===== src/rtl/mctrl_pkg.sv =====
// Shared types and encodings for the multicycle MIPS control FSM.
package mctrl_pkg;

  typedef enum logic [3:0] {
    S_FETCH    = 4'd0,
    S_DECODE   = 4'd1,
    S_MEMADR   = 4'd2,
    S_MEMRD    = 4'd3,
    S_MEMWB    = 4'd4,
    S_MEMWR    = 4'd5,
    S_EXECUTE  = 4'd6,
    S_ALUWB    = 4'd7,
    S_BRANCH   = 4'd8,
    S_ADDIEXEC = 4'd9,
    S_ADDIWB   = 4'd10,
    S_JUMP     = 4'd11
  } state_t;

  localparam logic [5:0] OP_RTYPE = 6'b000000;
  localparam logic [5:0] OP_LW    = 6'b100011;
  localparam logic [5:0] OP_SW    = 6'b101011;
  localparam logic [5:0] OP_BEQ   = 6'b000100;
  localparam logic [5:0] OP_ADDI  = 6'b001000;
  localparam logic [5:0] OP_J     = 6'b000010;

  localparam logic [5:0] FN_ADD = 6'b100000;
  localparam logic [5:0] FN_SUB = 6'b100010;
  localparam logic [5:0] FN_AND = 6'b100100;
  localparam logic [5:0] FN_OR  = 6'b100101;
  localparam logic [5:0] FN_SLT = 6'b101010;

  localparam logic [2:0] ALU_ADD = 3'b010;
  localparam logic [2:0] ALU_SUB = 3'b110;
  localparam logic [2:0] ALU_AND = 3'b000;
  localparam logic [2:0] ALU_OR  = 3'b001;
  localparam logic [2:0] ALU_SLT = 3'b111;

  localparam logic [1:0] SRCB_REG   = 2'b00;
  localparam logic [1:0] SRCB_FOUR  = 2'b01;
  localparam logic [1:0] SRCB_IMM   = 2'b10;
  localparam logic [1:0] SRCB_IMMSH = 2'b11;

  localparam logic [1:0] PCSRC_ALU    = 2'b00;
  localparam logic [1:0] PCSRC_ALUOUT = 2'b01;
  localparam logic [1:0] PCSRC_JUMP   = 2'b10;

endpackage


===== src/rtl/multicycle_ctrl_alu_dec.sv =====
// R-type funct decoder: ALU operation plus a flag for unsupported funct codes.
module alu_dec
  import mctrl_pkg::*;
(
  input  logic [5:0] i_funct,
  output logic [2:0] o_alu_ctrl,
  output logic       o_illegal
);

  always_comb begin
    o_alu_ctrl = ALU_ADD;
    o_illegal  = 1'b0;
    case (i_funct)
      FN_ADD:  o_alu_ctrl = ALU_ADD;
      FN_SUB:  o_alu_ctrl = ALU_SUB;
      FN_AND:  o_alu_ctrl = ALU_AND;
      FN_OR:   o_alu_ctrl = ALU_OR;
      FN_SLT:  o_alu_ctrl = ALU_SLT;
      default: o_illegal  = 1'b1;
    endcase
  end

endmodule


===== src/rtl/multicycle_ctrl.sv =====
// Moore control FSM for the multicycle MIPS datapath with retired-instruction counter.
// Define MCTRL_MEM_WAIT_EN to make FETCH/MEMRD/MEMWR wait on mem_ready.
module multicycle_ctrl
  import mctrl_pkg::*;
#(
  parameter int CNT_W = 32
) (
  input  logic             clk,
  input  logic             reset,
  input  logic [5:0]       opcode,
  input  logic [5:0]       funct,
  input  logic             zero,
  input  logic             mem_ready,
  output logic             iord,
  output logic             mem_write,
  output logic             ir_write,
  output logic             pc_en,
  output logic             reg_dst,
  output logic             mem_to_reg,
  output logic             reg_write,
  output logic             alu_src_a,
  output logic [1:0]       alu_src_b,
  output logic [1:0]       pc_src,
  output logic [2:0]       alu_ctrl_sig,
  output logic             illegal,
  output logic [CNT_W-1:0] instr_count,
  output state_t           dbg_state
);

  state_t           r_state;
  state_t           w_next;
  logic [CNT_W-1:0] r_count;
  logic             w_mem_ok;
  logic             w_ir_write, w_pc_write, w_branch, w_mem_write;
  logic             w_reg_write, w_illegal, w_retire;
  logic [2:0]       w_fn_alu;
  logic             w_fn_illegal;

  // mem_ready is the ready half of a memory handshake: a memory-access state
  // completes (and its write enables count as accepted) on the edge where it is high.
`ifdef MCTRL_MEM_WAIT_EN
  assign w_mem_ok = mem_ready;
`else
  logic w_unused_mem_ready;
  assign w_unused_mem_ready = mem_ready;
  assign w_mem_ok = 1'b1;
`endif

  alu_dec u_alu_dec (
    .i_funct    (funct),
    .o_alu_ctrl (w_fn_alu),
    .o_illegal  (w_fn_illegal)
  );

  always_ff @(posedge clk or posedge reset) begin
    if (reset) r_state <= S_FETCH;
    else       r_state <= w_next;
  end

  always_comb begin
    w_next       = r_state;
    w_ir_write   = 1'b0;
    w_pc_write   = 1'b0;
    w_branch     = 1'b0;
    w_mem_write  = 1'b0;
    w_reg_write  = 1'b0;
    w_illegal    = 1'b0;
    w_retire     = 1'b0;
    iord         = 1'b0;
    reg_dst      = 1'b0;
    mem_to_reg   = 1'b0;
    alu_src_a    = 1'b0;
    alu_src_b    = SRCB_REG;
    pc_src       = PCSRC_ALU;
    alu_ctrl_sig = ALU_ADD;
    case (r_state)
      S_FETCH: begin
        alu_src_b  = SRCB_FOUR;
        w_ir_write = w_mem_ok;
        w_pc_write = w_mem_ok;
        if (w_mem_ok) w_next = S_DECODE;
      end
      S_DECODE: begin
        alu_src_b = SRCB_IMMSH;
        case (opcode)
          OP_LW, OP_SW: w_next = S_MEMADR;
          OP_RTYPE:     w_next = S_EXECUTE;
          OP_BEQ:       w_next = S_BRANCH;
          OP_ADDI:      w_next = S_ADDIEXEC;
          OP_J:         w_next = S_JUMP;
          default: begin
            w_illegal = 1'b1;
            w_next    = S_FETCH;
          end
        endcase
      end
      S_MEMADR: begin
        alu_src_a = 1'b1;
        alu_src_b = SRCB_IMM;
        w_next    = (opcode == OP_SW) ? S_MEMWR : S_MEMRD;
      end
      S_MEMRD: begin
        iord = 1'b1;
        if (w_mem_ok) w_next = S_MEMWB;
      end
      S_MEMWB: begin
        mem_to_reg  = 1'b1;
        w_reg_write = 1'b1;
        w_retire    = 1'b1;
        w_next      = S_FETCH;
      end
      S_MEMWR: begin
        iord        = 1'b1;
        w_mem_write = 1'b1;
        if (w_mem_ok) begin
          w_retire = 1'b1;
          w_next   = S_FETCH;
        end
      end
      S_EXECUTE: begin
        alu_src_a    = 1'b1;
        alu_ctrl_sig = w_fn_alu;
        w_illegal    = w_fn_illegal;
        w_next       = S_ALUWB;
      end
      S_ALUWB: begin
        reg_dst     = 1'b1;
        w_reg_write = 1'b1;
        w_retire    = 1'b1;
        w_next      = S_FETCH;
      end
      S_BRANCH: begin
        alu_src_a    = 1'b1;
        alu_ctrl_sig = ALU_SUB;
        pc_src       = PCSRC_ALUOUT;
        w_branch     = 1'b1;
        w_retire     = 1'b1;
        w_next       = S_FETCH;
      end
      S_ADDIEXEC: begin
        alu_src_a = 1'b1;
        alu_src_b = SRCB_IMM;
        w_next    = S_ADDIWB;
      end
      S_ADDIWB: begin
        w_reg_write = 1'b1;
        w_retire    = 1'b1;
        w_next      = S_FETCH;
      end
      S_JUMP: begin
        pc_src     = PCSRC_JUMP;
        w_pc_write = 1'b1;
        w_retire   = 1'b1;
        w_next     = S_FETCH;
      end
      default: w_next = S_FETCH;
    endcase
  end

  always_ff @(posedge clk or posedge reset) begin
    if (reset)         r_count <= '0;
    else if (w_retire) r_count <= r_count + CNT_W'(1);
  end

  // Write enables are masked by reset so an abandoned instruction cannot commit.
  assign ir_write    = w_ir_write & ~reset;
  assign pc_en       = (w_pc_write | (w_branch & zero)) & ~reset;
  assign mem_write   = w_mem_write & ~reset;
  assign reg_write   = w_reg_write & ~reset;
  assign illegal     = w_illegal & ~reset;
  assign instr_count = r_count;
  assign dbg_state   = r_state;

endmodule


===== config.mk =====
export PLATFORM = sky130hd
export DESIGN_NAME = multicycle_ctrl
export DESIGN_NICKNAME = d
export VERILOG_FILES = /design/src/rtl/mctrl_pkg.sv /design/src/rtl/multicycle_ctrl_alu_dec.sv /design/src/rtl/multicycle_ctrl.sv
export SDC_FILE = /design/constraint.sdc
export NUM_CORES = 1
export LEC_CHECK = 0
export BUFFER_PORTS_ARGS = -buffer_cell sky130_fd_sc_hd__buf_2
export CORE_MARGIN = 5
export CORE_UTILIZATION = 54
export CTS_CLUSTER_SIZE = 12
export DETAILED_ROUTE_END_ITERATION = 16
export GPL_ROUTABILITY_DRIVEN = 0
export PLACE_DENSITY = 0.95
export SLEW_MARGIN = 20
export SYNTH_ARGS = -nofsm -noshare
export SYNTH_HDL_FRONTEND = slang
export SYNTH_HIERARCHICAL = 1
export SYNTH_SLANG_ARGS = --single-unit

===== constraint.sdc =====
create_clock -name clk -period 2.65 [get_ports clk]
set_clock_uncertainty 0.15 [all_clocks]
set_input_delay 0.1325 -clock clk [delete_from_list [all_inputs] [get_ports clk]]
set_output_delay 0.1325 -clock clk [all_outputs]
set_load 0.03 [all_outputs]

Yosys cells after proc, flatten, opt, wreduce, memory -nomap -nowiden
Index checks and enable logic that the tools add are counted.
Widths: inputs -> output; s select.
{"block": "totals", "in_bits": 16, "word_cells": 63, "out_inout_bits": 52, "ff_bits": 36}
{"block": "op_classes", "n_eq_ne": 21, "reduce_logical": 11, "n_mux": 20, "addsub": 1, "n_bitwise": 8}
{"operator": "$eq 6x6->1 const B", "n": 7}
{"operator": "$add 32x1->32 const B", "n": 1}
{"operator": "$pmux 4 s6", "n": 1}
{"operator": "$pmux 4 s5", "n": 1}
{"operator": "$eq 4x3->1 const B", "n": 4}
{"operator": "$eq 4x4->1 const B", "n": 4}
{"operator": "$mux 1", "n": 12}
{"operator": "$pmux 3 s4", "n": 1}
{"operator": "$reduce_or 6->1", "n": 2}
{"operator": "$eq 4x2->1 const B", "n": 2}
{"operator": "$reduce_or 2->1", "n": 4}
{"operator": "$and 1x1->1", "n": 6}
{"operator": "$eq 6x2->1 const B", "n": 1}
{"operator": "$eq 6x3->1 const B", "n": 1}
{"operator": "$eq 6x4->1 const B", "n": 1}
{"operator": "$logic_not 6->1", "n": 1}
{"operator": "$pmux 2 s3", "n": 1}
{"operator": "$pmux 3 s2", "n": 1}
{"operator": "$reduce_or 5->1", "n": 1}
{"operator": "$eq 4x1->1 const B", "n": 1}
{"operator": "$logic_not 4->1", "n": 1}
{"operator": "$pmux 2 s2", "n": 1}
{"operator": "$reduce_or 4->1", "n": 1}
{"operator": "$mux 3", "n": 1}
{"operator": "other kinds (4)", "n": 4}

Logic depth before layout (Yosys ltp)
Gate-level depths: netlist (run 1).
{"block": "depth", "ltp_word": 5, "depth_mapped": 6, "mapped_depth_nobuf": 6}

By module
Netlist (run 1), hierarchy kept.
{"module": "multicycle_ctrl", "seq_area_each_um2": 900.9, "cells_per_inst": 204, "instances": 1, "area_per_inst_um2": 1973.1}
{"module": "alu_dec", "seq_area_each_um2": 0.0, "cells_per_inst": 10, "instances": 1, "area_per_inst_um2": 83.8}

Worst setup path after synthesis (run 1)
OpenSTA, ideal clock, no wires.
{"block": "synth_timing", "path_kind": "register to output", "from": "register r_state[1] (netlist: dbg_state[1])", "to": "output pc_en", "slack_ns": 0.091, "required_ns": 2.368, "arrival_ns": 2.276, "stages_incl_launch_ff": 5, "n_path_buf": 1, "cell_sequence": "dfrtp_1 -> clkbuf_1 -> nor3_1 -> a21oi_1 -> a21oi_1"}
{"block": "synth_between", "elab_chain_len": 5, "word_cells_on_any_way": 9, "classes_between": "2 x eq/ne; 2 x mux; 3 x bitwise; 2 x reduce/logical"}
{"item": "start, declared", "line_no": "multicycle_ctrl.sv:30", "text": "state_t r_state;"}
{"item": "start signal, assigned", "line_no": "multicycle_ctrl.sv:57", "text": "else r_state <= w_next;"}
{"item": "$eq 4x4->1 or $logic_not 4->1 (tied branches)", "line_no": "multicycle_ctrl.sv:76", "text": "case (r_state)"}
{"item": "$reduce_or 2->1 (no line) or $mux 1 (tied branches)"}
{"item": "$mux 1 or $and 1x1->1 (tied branches)", "line_no": "multicycle_ctrl.sv:76, multicycle_ctrl.sv:167"}
{"item": "$or 1x1->1 *", "line_no": "multicycle_ctrl.sv:167", "text": "assign pc_en = (w_pc_write | (w_branch & zero)) & ~reset;"}
{"item": "$and 1x1->1 *", "line_no": "multicycle_ctrl.sv:167"}
{"item": "end, declared", "line_no": "multicycle_ctrl.sv:17", "text": "output logic pc_en,"}
Mark *: on every way between the ends. The rest lies on a longest branch, timed or not.

Worst setup path in the final report (run 1)
{"block": "layout_timing", "from": "register r_state[2] (netlist: dbg_state[2])", "to": "output pc_en"}
Same word-level chain as after synthesis.

==> results of run 1 <==
[power groups by stage]
stage          registers (mW)  logic, mW  clock network, mW
3_5_place_dp            0.721      0.575                  0
5_1_grt                 0.733      0.631              0.423
3_3_place_gp            0.715      0.567                  0
6_report                0.712      0.580              0.387
2_1_floorplan           0.750      0.383                  0
4_1_cts                 0.710      0.577              0.398
[layout make-up]
| cell class | instances | area [sq um] |
|---|---|---|
| inverter | 7 | 26.3 |
| clock buffer | 8 | 90.1 |
| fill | 300 | 1160 |
| timing repair buffer | 68 | 348 |
| multi-input combinational | 165 | 1110 |
| tap | 48 | 60.1 |
| sequential | 36 | 901 |
[layout by cell type, fill, tap and decap left out, types with 3 or more instances in the layout]
cell type  synthesis  layout
a21oi_1            5       5
clkbuf_8           0       6
nor3_1            13      13
nor2_1            21      21
and3_1             5       5
xnor2_1           21      21
nand2b_1           5       5
xor2_1            13      13
dfrtp_1           36      36
inv_1              7       7
nor2b_1            4       4
nand4_1            8       8
buf_2              1      66
nand3_1           17      17
nand2_1           15      15
or3_1              3       3
and4_1             3       3
[cells in the mapped netlist (all sizes together), types with 2 or more instances]
| library cell | count | area share [%] |
|---|---|---|
| or3 | 3 | 0.91 |
| nand3 | 17 | 4.1 |
| nor2 | 21 | 3.8 |
| a21oi | 5 | 1.2 |
| and4bb | 3 | 1.8 |
| nor2b | 4 | 1.2 |
| nand2 | 15 | 2.7 |
| a21o | 2 | 0.73 |
| nand4 | 10 | 3.6 |
| nor3 | 14 | 3.6 |
| o21ai | 2 | 0.49 |
| nor3b | 3 | 1.6 |
| xnor2 | 21 | 8.9 |
| dfrtp | 36 | 44 |
| xor2 | 13 | 5.5 |
| nand2b | 5 | 1.5 |
| a2111oi | 2 | 0.85 |
| inv | 7 | 1.3 |
| and3 | 5 | 1.5 |
| nor4 | 3 | 1.9 |
| buf | 2 | 0.43 |
| and4 | 3 | 1.3 |
| clkbuf | 4 | 0.73 |
[path summary, 6_finish.rpt]
kind	slack, ps	to	startpoint	depth (start not counted)
max	360	pc_en	dbg_state[2]	5
min	50	dbg_state[1]	opcode[4]	3
max reg2reg	510	instr_count[30]	dbg_state[2]	5
min reg2reg	320	instr_count[31]	instr_count[31]	1
max in group asynchronous	1270	instr_count[30]	reset	4
min in group asynchronous	390	dbg_state[1]	reset	3
[routing by layer]
layer	vias to the layer above	global-route usage [%]
li1	895	-
met1	895	23.7
met3	13	5.47
met4	0	8.35
met5	-	0
met2	56	31.7
[worst register-to-register path, cell delays in order, from the launching register on]
cell and delay, ps:
dfrtp_1 530, nand2b_1 340, o22ai_4 310, nand4_1 290
nor3b_2 270, xor2_1 170
[state kept, by name (all words and copies together), names as in the netlist]
name         count
instr_count     32
dbg_state        4
[through the flow]
step	util, %	std cells	setup WS (ps)
2_1_floorplan	-	214	91.5
3_3_place_gp	65.9	323	587
3_5_place_dp	65.9	323	568
4_1_cts	68.6	332	462
5_1_grt	68.6	332	186
6_report	68.6	332	360
[logic make-up after synthesis]
group           Yosys count  synth area share, %
simple gates            110                 31.2
flops                    36                 43.8
xor+xnor                 34                 14.5
compound gates           19                 7.00
buf+inv                  13                 2.43
mux                       1                0.487
fa+ha+maj                 1                0.608
==> results by group, run 1 <==
Outcome
  • Status: finished clean

Final layout
  • Design area: 2530 sq um
  • Synthesis-to-layout area growth: 23.1%
  • Fin nets: 300
  • Antenna diodes: 0
  • Layout cells sized above 1: 29.6%

STA
  • Setup Total Neg Slack: 0 ps
  • Final Hold Fails: 0
  • WHS: 50.3 ps
  • Slew @ Worst Pin: 673 ps
  • Final min period: 2290 ps
  • RSZ-0062 raised after global routing: false
  • FMAX: 437 MHz
  • Post-route clock period utilization: 86.4%
  • Rel. slew slack: 55.1%
  • Endpoints failing setup: 0
  • Max-slew violation count: 0

Yosys
  • Main synth FF type: dfrtp_1
  • Post-Syn Area: 2060 sq um
  • Post-synth ARST share: 100%
  • Ys Warns: 6
  • Netlist cell types: 44
  • Post-synth EDFFs: 0
  • Sequential fraction of the synthesis area: 43.8%
  • Syn Inst Count: 214
  • Syn Area/Cell: 9.61 sq um
  • Synth Net Count: 231
  • Yosys reg bits: 36

Routing
  • ANT nets after route: 0
  • Top Layer Used: met4
  • Drt wl/cell: 13.8 microns
  • WL met3: 260 microns
  • Pre-antenna DRT Iters: 4
  • Vias per inst: 5.60
  • M1 wire length: 1.99 mm
  • # DRC: 0
  • Routed wl met2: 2.25 mm
  • Via count: 1859
  • Initial DRC Count: 106
  • Routed wire length: 4.60 mm

Clocking
  • Post-CTS sizing: 0
  • TritonCTS clock tree: yes
  • Skew-Pair Late Insertion Delay: 290 ps
  • CTS H-tree depth: 2
  • CTS Buffer Depth: 2
  • Clock slew at reported path FFs: 60 ps
  • CTS buffer count: 5
  • Cts hold-fix bufs: 1
  • Clk sinks: 36
  • Setup bufs post-CTS: 0
  • Root Driver: clkbuf_8

Setup path
  • Critical Path Fanout Max: 15
  • CP delay by family, top: simple AND/OR/NAND/NOR gates
  • CP Cell Sequence: nand2b_1 > nor3_1 > a21oi_1 > a21oi_1 > buf_2
  • Most frequent CP cell: a21oi_1
  • Critical setup path kind: flop to primary output
  • Worst Setup Start Kind: flop
  • Critical path endpoint category: primary output
  • WP data required: 2370 ps
  • Slowest CP cell: dfrtp_1
  • Critical Path AT: 2010 ps
  • Slowest Stage Delay on Critical Path: 530 ps
  • Buf/Inv on CP: 1

Place
  • Port buffer count: 66
  • DP Area: 2430 sq um
  • Post-DP HPWL: 3.49 mm

Hold path
  • Worst min path class: input pin to flop

Global routing
  • First-pass GRT wire length: 7.89 mm
  • Largest net degree at the start of global routing: 20
  • Initial antenna violation count: 0
  • Remaining Overflow, GRT: 0
  • Number of global-route vias before repair: 1757
  • GR Util All Layers: 19.3%

Floorplanning
  • I/O pins: 68
  • Core area: 3690 sq um
  • Die area: 5140 sq um
  • # rows: 22
  • Die Width: 71.7 microns
  • Initial Util: 55.8%
  • Overall die height: 71.7 microns

Power and ir drop
  • P_leak: 1.30 nW
  • Reg power frac: 42.4%
  • Sw frac: 40.4%
  • Worst VDD drop: 0.578 mV
  • Clk pwr share: 23.1%
  • Total chip power: 1.68 mW
  • Psw: 0.678 mW
  • Combinational share of power: 34.6%
  • P_int: 1.00 mW
  • Power density cells: 663 nW/um^2

Job
  • Max Cap Viol: 0
No activity file was read; power rests on OpenSTA's default activity.
==> run 2: changes to the inputs <==
--- a/config.mk
+++ b/config.mk
@@ -11,7 +11,7 @@
 export CTS_CLUSTER_SIZE = 12
 export DETAILED_ROUTE_END_ITERATION = 16
 export GPL_ROUTABILITY_DRIVEN = 0
-export PLACE_DENSITY = 0.95
+export PLACE_DENSITY = 0.85
 export SLEW_MARGIN = 20
 export SYNTH_ARGS = -nofsm -noshare
 export SYNTH_HDL_FRONTEND = slang
==> run 2 against run 1 <==
Effect of this change: cell count stayed put; clock power is 1% higher; die area unchanged; critical path depth unchanged; power shrank 0.27%; flip-flop and latch count stayed put; count of clock-buffer cells in the layout did not move.
==> results by group, run 2 (synthesis gave the netlist of run 1 again) <==
Outcome
  • Status: finished clean (unchanged)

STA
  • Max-slew violation count: 0 (unchanged)
  • FMAX: 449 MHz (was 437 MHz)
  • Endpoints failing setup: 0 (unchanged)
  • Rel. slew slack: 68.1% (was 55.1%)
  • Final Hold Fails: 0 (unchanged)
  • Slew @ Worst Pin: 467 ps (was 673 ps)
  • RSZ-0062 raised after global routing: false (unchanged)
  • Final min period: 2230 ps (was 2290 ps)
  • Post-route clock period utilization: 84.0% (was 86.4%)
  • Setup Total Neg Slack: 0 ps (unchanged)

Setup path
  • Buf/Inv on CP: 1 (unchanged)
  • CP Depth: 5 (unchanged)
  • Slowest CP cell: dfrtp_1 (unchanged)
  • Critical Path Fanout Max: 17 (was 15)
  • End point of the critical path: illegal (was pc_en)
  • Worst Setup Start Kind: flop (unchanged)
  • R2R Path Start: dbg_state[2] (unchanged)
  • Critical path endpoint category: primary output (unchanged)
  • R2R Path End: instr_count[28] (was instr_count[30])
  • R2R cell count: 5 (unchanged)
  • Slowest Stage Delay on Critical Path: 610 ps (was 530 ps)
  • Critical Path Start: dbg_state[0] (was dbg_state[2])
  • Critical Path AT: 1940 ps (was 2010 ps)
  • WP data required: 2370 ps (about the same)
  • CP delay by family, top: flip-flops (was simple AND/OR/NAND/NOR gates)
  • R2R Setup Slk: 520 ps (was 510 ps)
  • CP Cell Sequence: nand2_1 > a2111oi_0 > a22oi_1 > nor2_1 > buf_2 (was nand2b_1 > nor3_1 > a21oi_1 > a21oi_1 > buf_2)
  • Critical setup path kind: flop to primary output (unchanged)

Routing
  • Via count: 1806 (was 1859)
  • Initial DRC Count: 68 (was 106)
  • Vias per inst: 5.44 (was 5.60)
  • Routed wire length: 4.56 mm (was 4.60 mm)
  • ANT nets after route: 0 (unchanged)
  • Drt wl/cell: 13.7 microns (was 13.8 microns)
  • # DRC: 0 (unchanged)
  • Pre-antenna DRT Iters: 4 (unchanged)

Power and ir drop
  • Worst VDD drop: 0.533 mV (was 0.578 mV)
  • Total chip power: 1.67 mW (was 1.68 mW)
  • Power density cells: 661 nW/um^2 (was 663 nW/um^2)
  • P_leak: 1.30 nW (unchanged)

Global routing
  • GR Util All Layers: 18.6% (was 19.3%)
  • Remaining Overflow, GRT: 0 (unchanged)
  • First-pass GRT wire length: 7.67 mm (was 7.89 mm)
  • Largest net degree at the start of global routing: 37 (was 20)
  • Number of global-route vias before repair: 1707 (was 1757)
  • Initial antenna violation count: 0 (unchanged)

Clocking
  • CTS H-tree depth: 2 (unchanged)
  • Root Driver: clkbuf_8 (unchanged)
  • CTS buffer count: 5 (unchanged)
  • TritonCTS clock tree: yes (unchanged)
  • Clock slew at reported path FFs: 60 ps (about the same)
  • Skew-Pair Late Insertion Delay: 280 ps (was 290 ps)
  • CTS Buffer Depth: 2 (unchanged)
  • Clk sinks: 36 (unchanged)

Floorplanning
  • Initial Util: 55.8% (unchanged)
  • Core area: 3690 sq um (unchanged)
  • Overall die height: 71.7 microns (unchanged)
  • # rows: 22 (unchanged)
  • Die area: 5140 sq um (unchanged)
  • I/O pins: 68 (unchanged)
  • Die Width: 71.7 microns (unchanged)

Hold path
  • Worst min path class: input pin to flop (unchanged)

Final layout
  • Fin nets: 300 (unchanged)
  • Most common cell after layout, fill and taps aside: buf_2 (unchanged)
  • Synthesis-to-layout area growth: 23.1% (unchanged)
  • # fillers: 299 (was 300)
  • Layout Utilization: 68.6% (unchanged)
  • Antenna diodes: 0 (unchanged)
  • Layout cells sized above 1: 29.6% (unchanged)
  • Number of flip-flops in the largest register: 32 (unchanged)
  • Most frequent cells in the layout: 66 x buf_2, 36 x dfrtp_1, 21 x xnor2_1, 21 x nor2_1, 17 x nand3_1 (unchanged)

Place
  • Post-DP HPWL: 3.48 mm (was 3.49 mm)
  • Port buffer count: 66 (unchanged)

Job
  • Max Cap Viol: 0 (unchanged)
run 2: cell counts in the layout (fill, tap and decap cells not counted):
Identical to the previous run, type by type.
run 2: worst reg2reg max path: cells and delay by family, from the launching register on:
family | cells | cell delay, ps
DFF | 1 | 530
and+or+nand+nor | 3 | 930
AOI/OAI and AO/OA | 1 | 290
xor gates and xnor gates | 1 | 160
run 2: worst min-delay path by stage:
stage	endpoint	depth (start not counted)	start
floorplan	dbg_state[0]	1	reset
global placement	dbg_state[1]	3	reset
detailed placement	dbg_state[1]	3	reset
CTS	dbg_state[1]	3	opcode[4]
global route	dbg_state[1]	3	opcode[4]
finish	dbg_state[1]	3	opcode[4]
run 2: area by class of cell:
type                            instances  area, sq um  share of cell area [%]
Multi-Input combinational cell        165         1110                    43.7
Sequential cell                        36          901                    35.6
Tap cell                               48         60.1                    2.37
Inverter                                7         26.3                    1.04
Clock buffer                            8         90.1                    3.56
Timing Repair Buffer                   68          348                    13.7
run 2: power breakdown:
group | switching (mW) | internal, mW | total, mW
clock network | 0.181 | 0.212 | 0.392
registers | 0.115 | 0.595 | 0.710
logic | 0.378 | 0.194 | 0.572
total | 0.673 | 1.00 | 1.67
run 2: what timing repair did:
item	4_1_cts	5_1_grt
hold buffers	1	0
gates resized for setup	0	0
endpoints found under the hold margin	36	0
buffers inserted	0	0
run 2: metrics by stage:
stage          setup slack, ps  std cells  instance area, sq um  hold WS [ps]
2_1_floorplan             91.5        214                  2060           149
3_3_place_gp               584        323                  2430           149
3_5_place_dp               508        323                  2430           154
4_1_cts                    422        332                  2530          20.9
5_1_grt                    231        332                  2530          48.9
6_report                   423        332                  2530          35.8
run 2: routing by layer:
metal	up-vias	global-route usage [%]	part of all wire (%)
li1	892	-	-
met1	872	23.4	44
met2	38	30.6	50
met3	4	5.75	5.4
met4	0	5.64	1.1
met5	-	0	0
==> run 3: changes to the inputs <==
--- a/config.mk
+++ b/config.mk
@@ -7,11 +7,11 @@
 export LEC_CHECK = 0
 export BUFFER_PORTS_ARGS = -buffer_cell sky130_fd_sc_hd__buf_2
 export CORE_MARGIN = 5
-export CORE_UTILIZATION = 54
+export CORE_UTILIZATION = 50
 export CTS_CLUSTER_SIZE = 12
 export DETAILED_ROUTE_END_ITERATION = 16
 export GPL_ROUTABILITY_DRIVEN = 0
-export PLACE_DENSITY = 0.85
+export PLACE_DENSITY = 0.79
 export SLEW_MARGIN = 20
 export SYNTH_ARGS = -nofsm -noshare
 export SYNTH_HDL_FRONTEND = slang
==> constraint.sdc (replaced) <==
create_clock -name clk -period 2.34 [get_ports clk]
set_clock_uncertainty 0.15 [all_clocks]
set_input_delay 0.117 -clock clk [delete_from_list [all_inputs] [get_ports clk]]
set_output_delay 0.117 -clock clk [all_outputs]
set_load 0.03 [all_outputs]
==> run 3 against run 2 <==
Effect of this change: critical path depth up 1; power up 17%; via count up 0.33%; combinational power up 24%; hold slack better by 11 ps; setup slack worse by 270 ps; core utilization down 4.4 points; sequential share of layout area down 0.50 points; first-iteration DRC count up 40%; highest routed layer unchanged.
==> results by group, run 3 (synthesis gave the netlist of run 1 again) <==
Power and ir drop
  • P_leak: 1.32 nW (was 1.30 nW)
  • Power density cells: 762 nW/um^2 (was 661 nW/um^2)
  • Worst VDD drop: 0.530 mV (was 0.533 mV)

Final layout
  • Number of flip-flops in the largest register: 32 (unchanged)
  • Sequential Area: 901 sq um (unchanged)
  • Fin nets: 303 (was 300)
  • Layout cells sized above 1: 31.1% (was 29.6%)
  • Most frequent cells in the layout: 66 x buf_2, 36 x dfrtp_1, 21 x xnor2_1, 21 x nor2_1, 17 x nand3_1 (unchanged)
  • Area of the multi-input gates: 1110 sq um (about the same)
  • # fillers: 347 (was 299)
  • Antenna diodes: 0 (unchanged)
  • Most common cell after layout, fill and taps aside: buf_2 (unchanged)
  • Layout Utilization: 64.2% (was 68.6%)
  • Synthesis-to-layout area growth: 24.8% (was 23.1%)

Place
  • Port buffer count: 66 (unchanged)
  • Post-DP HPWL: 3.63 mm (was 3.48 mm)

Clocking
  • Clk sinks: 36 (unchanged)
  • Skew-Pair Late Insertion Delay: 290 ps (was 280 ps)
  • CTS Buffer Depth: 2 (unchanged)
  • CTS buffer count: 5 (unchanged)
  • Clock slew at reported path FFs: 60 ps (about the same)
  • Root Driver: clkbuf_8 (unchanged)
  • Setup bufs post-CTS: 0 (unchanged)
  • TritonCTS clock tree: yes (unchanged)
  • Post-CTS sizing: 0 (unchanged)
  • Cts hold-fix bufs: 1 (unchanged)
  • CTS H-tree depth: 2 (unchanged)

Routing
  • # DRC: 0 (unchanged)
  • Routed wire length: 4.77 mm (was 4.56 mm)
  • Vias per inst: 5.39 (was 5.44)
  • Via count: 1812 (was 1806)
  • Pre-antenna DRT Iters: 5 (was 4)
  • Initial DRC Count: 95 (was 68)
  • ANT nets after route: 0 (unchanged)
  • Drt wl/cell: 14.2 microns (was 13.7 microns)

Global routing
  • Largest net degree at the start of global routing: 37 (unchanged)
  • Remaining Overflow, GRT: 0 (unchanged)
  • Initial antenna violation count: 0 (unchanged)
  • Number of global-route vias before repair: 1669 (was 1707)
  • GR Util All Layers: 18.4% (was 18.6%)
  • First-pass GRT wire length: 7.84 mm (was 7.67 mm)

Outcome
  • Status: finished clean (unchanged)

Floorplanning
  • Overall die height: 74.1 microns (was 71.7 microns)
  • Initial Util: 51.4% (was 55.8%)
  • I/O pins: 68 (unchanged)
  • # rows: 23 (was 22)
  • Die area: 5500 sq um (was 5140 sq um)
  • Die Width: 74.1 microns (was 71.7 microns)
  • Core area: 4000 sq um (was 3690 sq um)

STA
  • Post-route clock period utilization: 93.3%
  • FMAX: 458 MHz
  • RSZ-0062 raised after global routing: false (unchanged)
  • WHS: 46.4 ps (was 35.8 ps)
  • Final Hold Fails: 0 (unchanged)
  • Slew @ Worst Pin: 456 ps (was 467 ps)
  • Max-slew violation count: 0 (unchanged)
  • Rel. slew slack: 68.8% (was 68.1%)
  • Final min period: 2180 ps
  • Endpoints failing setup: 0 (unchanged)
  • Setup Total Neg Slack: 0 ps (unchanged)

Setup path
  • WP data required: 2070 ps (was 2370 ps)
  • CP delay by family, top: compound AO/OA/AOI/OAI gates (was flip-flops)
  • Slowest Stage Delay on Critical Path: 490 ps (was 610 ps)
  • Slowest CP cell: dfrtp_1 (unchanged)
  • CP Cell Sequence: buf_4 > nand2_1 > a2111oi_0 > a22oi_1 > nor2_1 > buf_2 (was nand2_1 > a2111oi_0 > a22oi_1 > nor2_1 > buf_2)
  • Critical setup path kind: flop to primary output (unchanged)
  • Critical path endpoint category: primary output (unchanged)
  • R2R Setup Slk: 260 ps (was 520 ps)
  • Critical Path AT: 1920 ps (was 1940 ps)
  • Buf/Inv on CP: 2 (was 1)
  • Critical Path Fanout Max: 9 (was 17)
  • Worst Setup Start Kind: flop (unchanged)

Job
  • Max Cap Viol: 0 (unchanged)

Hold path
  • Worst min path class: input pin to flop (unchanged)
[run 3: routing by layer]
metal  vias up  routed length [microns]  track usage, %
met2        44                     2350            29.3
met3        11                      250            3.51
met4         0                      108            8.25
li1        896                        -               -
met1       861                     2060            24.4
met5         -                        0               0
[run 3: path summary, 6_finish.rpt]
path                            startpoint              end  cells after the start
setup / recovery              dbg_state[0]          illegal                      6
min in group asynchronous            reset   instr_count[0]                      4
hold / removal                   opcode[4]     dbg_state[1]                      3
hold reg to reg            instr_count[31]  instr_count[31]                      1
setup reg to reg              dbg_state[3]  instr_count[30]                      5
max in group asynchronous            reset  instr_count[14]                      4
[run 3: report_power, final]
part	total [mW]	internal (mW)	switching, mW
Clock	0.470	0.262	0.208
Sequential	0.775	0.675	0.0999
Combinational	0.712	0.243	0.468
[run 3: area by class of cell]
| cell class | instances | area share [%] |
|---|---|---|
| Clock buffer | 7 | 3.75 |
| Inverter | 7 | 1.02 |
| Multi-Input combinational cell | 165 | 43.3 |
| Sequential cell | 36 | 35.1 |
| Tap cell | 50 | 2.44 |
| Timing Repair Buffer | 71 | 14.4 |
[run 3: worst min-delay path, stage by stage]
cell	delay, ps
buf_2	110
nor4_1	60
o32ai_1	140
[run 3: through the flow]
step                      setup slack (ps)  total power [mW]  area (sq um)  instances
final                                  157              1.96          2570        336
after global routing                  46.8              2.06          2570        336
after CTS                              176              1.97          2570        336
after detailed placement               279              1.50          2460        328
after global placement                 330              1.49          2460        328
after floorplan                       16.7              1.29          2060        214
